### src/rtl/stopwatch_ctrl.sv
// stopwatch_ctrl: start/stop FSM, tick prescaler and preload select for a 16-bit BCD stopwatch
//   c_clk    in   clock
//   R        in   synchronous active-high reset
//   P        in   raw start/stop button (asynchronous)
//   sel      in   mode: 0 up from 0000, 1 up from load, 2 down from 9999, 3 down from load
//   load     in   BCD preload for the two upper digits (nibbles above 9 clamp to 9)
//   count    in   current BCD value from the counter datapath
//   C_clr    out  datapath clear/preload level, high in IDLE
//   C_cnt    out  one-cycle count enable per tick
//   init_val out  preload value: live in IDLE, latched otherwise
//   cstate   out  0 IDLE, 1 RUN, 2 PAUSE, 3 DONE
//   done     out  high in DONE
// Define DEBOUNCE_EN to require DEB_CYCLES stable cycles on P before a level is accepted.
module stopwatch_ctrl #(
    parameter int TICK_DIV   = 1000000,
    parameter int DEB_CYCLES = 500000
) (
    input  logic        c_clk,
    input  logic        R,
    input  logic        P,
    input  logic [1:0]  sel,
    input  logic [7:0]  load,
    input  logic [15:0] count,
    output logic        C_clr,
    output logic        C_cnt,
    output logic [15:0] init_val,
    output logic [1:0]  cstate,
    output logic        done
);
    typedef enum logic [1:0] {IDLE, RUN, PAUSE, DONE} state_t;

    localparam int            PW   = $clog2(TICK_DIV);
    localparam logic [PW-1:0] PMAX = PW'(TICK_DIV - 1);

    if (TICK_DIV < 2 || DEB_CYCLES < 1) begin : g_bad_param
        $error("stopwatch_ctrl: TICK_DIV must be >= 2 and DEB_CYCLES >= 1");
    end

    state_t        state_q;
    logic          s1_q, s2_q, prev_q, lvl, press, tick, term;
    logic [PW-1:0] pre_q;
    logic [1:0]    mode_q;
    logic [15:0]   init_q, live;
    logic          clr_q, cnt_q, done_q;

    function automatic logic [3:0] clamp(input logic [3:0] n);
        return (n > 4'd9) ? 4'd9 : n;
    endfunction

`ifdef DEBOUNCE_EN
    localparam int DW = $clog2(DEB_CYCLES + 1);
    logic [DW-1:0] deb_cnt_q;
    logic          deb_q;
    // Any return of the synchronised level to the accepted one restarts the count.
    always_ff @(posedge c_clk) begin
        if (R) begin
            deb_q     <= 1'b0;
            deb_cnt_q <= '0;
        end else if (s2_q == deb_q) begin
            deb_cnt_q <= '0;
        end else if (deb_cnt_q == DW'(DEB_CYCLES - 1)) begin
            deb_q     <= s2_q;
            deb_cnt_q <= '0;
        end else begin
            deb_cnt_q <= deb_cnt_q + 1'b1;
        end
    end
    assign lvl = deb_q;
`else
    assign lvl = s2_q;
`endif

    assign press    = lvl & ~prev_q;
    assign tick     = pre_q == PMAX;
    assign term     = mode_q[1] ? (count == 16'h0000) : (count == 16'h9999);
    assign live     = (sel == 2'd0) ? 16'h0000 :
                      (sel == 2'd2) ? 16'h9999 : {clamp(load[7:4]), clamp(load[3:0]), 8'h00};
    assign init_val = (state_q == IDLE) ? live : init_q;
    assign C_clr    = clr_q;
    assign C_cnt    = cnt_q;
    assign done     = done_q;
    assign cstate   = state_q;

    // Prescaler only advances in RUN; a press coinciding with a tick swallows that tick.
    always_ff @(posedge c_clk) begin
        if (R) begin
            s1_q    <= 1'b0;
            s2_q    <= 1'b0;
            prev_q  <= 1'b0;
            state_q <= IDLE;
            pre_q   <= '0;
            mode_q  <= 2'd0;
            init_q  <= 16'h0000;
            clr_q   <= 1'b1;
            cnt_q   <= 1'b0;
            done_q  <= 1'b0;
        end else begin
            s1_q   <= P;
            s2_q   <= s1_q;
            prev_q <= lvl;
            cnt_q  <= 1'b0;
            case (state_q)
                IDLE: if (press) begin
                    state_q <= RUN;
                    clr_q   <= 1'b0;
                    mode_q  <= sel;
                    init_q  <= live;
                end
                RUN: begin
                    pre_q <= tick ? '0 : pre_q + 1'b1;
                    if (press) state_q <= PAUSE;
                    else if (tick && term) begin
                        state_q <= DONE;
                        done_q  <= 1'b1;
                    end else cnt_q <= tick;
                end
                PAUSE: if (press) state_q <= RUN;
                default: ;
            endcase
        end
    end
endmodule

### config.mk
export PLATFORM = sky130hd
export DESIGN_NAME = stopwatch_ctrl
export DESIGN_NICKNAME = d
export VERILOG_FILES = /design/src/rtl/stopwatch_ctrl.sv
export SDC_FILE = /design/constraint.sdc
export NUM_CORES = 1
export LEC_CHECK = 0
export CAP_MARGIN = 20
export CORE_MARGIN = 3
export CORE_UTILIZATION = 40
export DETAILED_ROUTE_END_ITERATION = 12
export HOLD_SLACK_MARGIN = 0.06
export PLACE_DENSITY = 0.79
export SLEW_MARGIN = 30
export SYNTH_ARGS = -nofsm -noshare
export SYNTH_HDL_FRONTEND = slang
export SYNTH_SLANG_ARGS = --single-unit
### constraint.sdc
create_clock -name c_clk -period 2 [get_ports c_clk]
set_input_delay 0.4 -clock c_clk [delete_from_list [all_inputs] [get_ports c_clk]]
set_output_delay 0.4 -clock c_clk [all_outputs]
set_load 0.01 [all_outputs]
==> qor.csv <==
metric,value,unit
status,"finished, final reports clean",
Synth area leaders,"dfxtp_1, nand2_1, a21oi_1",
CTS tree,yes,
CP Max Fanout,2,
CTS sink count,38,
Die X,76.0,µm
cell taking the most area after synthesis,dfxtp_1,
"Primary FF master, synth",dfxtp_1,
drt pass-1 iters,4,
CP Data Arrival Time,1.55,ns
post-DR wirelength/cell,12.7,µm
number of flops mapped to enable cells by yosys,0,
Initial Util,43.2,%
total CTS buffers,5,
Global Route Usage Sum,15.5,%
P_sw,0.000378,W
Die ar.,5770,µm²
crit end category,primary output,
Synth cell types,46,
RD Place Congestion,0.764,
Placed Instances,350,
PortBufs,45,
Leak Pwr,1.02,nW
Post-layout nets,325,
Vias/cell,5.17,
switching part of the total power,24.5,%
RSZ-0062 raised after global routing,no,
"Avg Cell Area, Syn",8.23,µm²
total gr overflow,0,
Setup TNS Final,0,ns
Comb pwr share,14.0,%
Boundary Pins,50,
drt drc,0,
fin crit period,1.95,ns
Worst EP required,1.60,ns
DR vias,1868,
Synth top area share,38.8,%
"Hold Vio Cnt, Final",0,
Min-Delay Path Class,flip-flop to flip-flop,
synthesized cell area,1960,µm²
Clk pwr share,35.8,%
Antenna Nets Post-Route,0,
vias in the first global route,1685,
WS Path Type,primary input to primary output,
number of max-cap violations,0,
antenna violations before repair,0,
fillers,394,
Worst setup SP type,primary input,
die height,76.0,µm
# setup viols final,0,
Root Buffer,clkbuf_8,
Final Core Density,58.5,%
WL final,4.59,mm
VDD IR-drop max,0.362,mV
worst clock skew,0.00949,ns
hold path cells,1,
"flops & latches, synth",38,
Worst-path clk slew,0.07,ns
pwr/cell area,583,nW/µm²
yosys warns,0,
final cell count without fillers,361,
Antenna Cells,0,
async set-reset flop share out of synthesis,0,%
H-Tree Depth,2,
drt initial violations,177,
Seq pwr share,50.1,%
Achievable Freq,0.514,GHz
global-route wire length before repair,7.55,mm
Final period util,97.4,%
fraction of layout cells with a size suffix above 1,16.6,%
Int Pwr,0.00117,W
Post-DP HPWL,3.27,mm
Cell Rows,24,
Synth Instances,238,
CTS max path bufs,2,
max-slew violations,0,
pin count of the biggest net entering global routing,20,
later-pin clock latency in the skew report,0.30,ns
"Seq/Total Area, Yosys",38.8,%
Core ar.,4530,µm²
area growth from synthesis to layout,35.3,%
cells on worst reg2reg path,5,
[cell usage after synthesis (all sizes together), types with 4 or more instances]
library cell	n
buf	12
or3	8
clkbuf	6
o21ai	16
nand2	34
a21oi	20
inv	5
dfxtp	38
and4	4
nor4	4
nor2	16
xor2	9
nand3	13
nor2b	7
nand4	10
[worst paths after layout]
check,startpoint,end,slack (ns)
min,s1_q$_SDFF_PP0_,lvl$_SDFF_PP0_,0.44
min reg2reg,s1_q$_SDFF_PP0_,lvl$_SDFF_PP0_,0.44
max reg2reg,pre_q[0]$_SDFFE_PP0N_,done$_SDFFE_PP0P_,0.29
max,load[2],init_val[8],0.05
[layout make-up]
class	count	area, µm²	area share, %
Clock inverter	2	12.5	0.472
Sequential cell	38	761	28.7
Multi-Input combinational cell	180	1100	41.5
Tap cell	65	81.3	3.07
Clock buffer	6	82.6	3.11
Timing Repair Buffer	65	594	22.4
Inverter	5	18.8	0.708
[stage by stage]
step / area, µm² / hold WS, ns / total power (W) / setup slack, ns
2_1_floorplan: 1970 / 0.414 / 0.000887 / 0.227
3_3_place_gp: 2520 / 0.419 / 0.00101 / -0.384
3_5_place_dp: 2520 / 0.427 / 0.00101 / -0.377
4_1_cts: 2620 / 0.445 / 0.00155 / 0.00332
5_1_grt: 2650 / 0.464 / 0.00160 / 0.0130
6_report: 2650 / 0.439 / 0.00155 / 0.0528
[layout by cell type, fill, tap and decap left out, types with 5 or more instances in the layout]
| cell type | Yosys | final |
|---|---|---|
| buf_4 | 9 | 19 |
| dfxtp_1 | 38 | 38 |
| nand2_1 | 34 | 34 |
| clkbuf_8 | 0 | 6 |
| inv_1 | 5 | 5 |
| dlygate4sd2_1 | 0 | 11 |
| o21ai_0 | 16 | 14 |
| nand3_1 | 13 | 13 |
| a21oi_1 | 20 | 20 |
| or3_1 | 7 | 7 |
| clkdlybuf4s50_1 | 0 | 29 |
| xor2_1 | 9 | 9 |
| nor2_1 | 16 | 15 |
| nand4_1 | 8 | 8 |
[logic make-up (layout without fill, tap and decap cells)]
family | Yosys count | count (layout) | share of synthesized area [%]
AOI/OAI and AO/OA | 48 | 48 | 14.9
xor gates and xnor gates | 10 | 10 | 4.47
adders and majority gates | 1 | 1 | 0.638
buffers and inverters | 23 | 78 | 6.64
DFF | 38 | 38 | 38.8
muxes | 4 | 4 | 2.23
other | 1 | 4 | 0.191
and+or+nand+nor | 113 | 113 | 32.1
[power groups by stage]
stage	clock network, W	logic [W]	registers [W]
final	0.000554	0.000217	0.000775
after global routing	0.000589	0.000236	0.000776
after CTS	0.000569	0.000211	0.000774
after detailed placement	0	0.000216	0.000792
after global placement	0	0.000215	0.000791
after floorplan	0	0.0000937	0.000793
[per-layer routing]
metal,vias to the layer above,global-route usage [%],part of all wire (%)
met5,-,0,0
met4,0,6.52,1.5
met3,7,3.31,4.8
met2,55,24.7,48
met1,852,20.3,46
li1,954,-,-
[repair_timing]
action	4_1_cts	5_1_grt
buffers inserted	1	2
endpoints found under the setup margin	12	6
pin swaps	3	2
gates resized for setup	28	4
hold buffers	0	0
[sequential cells by signal (all words and copies together), names as in the netlist]
name / cells
mode_q: 1
prev_q: 1
s1_q: 1
lvl: 1
done: 1
cstate: 2
init_q: 9
C_clr: 1
C_cnt: 1
pre_q: 20
[worst max-delay path: stages]
cell             delay (ns)
clkdlybuf4s50_1        0.48
o21ai_1                0.07
a31oi_1                0.27
mux2_4                 0.21
buf_2                  0.12
(Power assumes the default switching activity.)
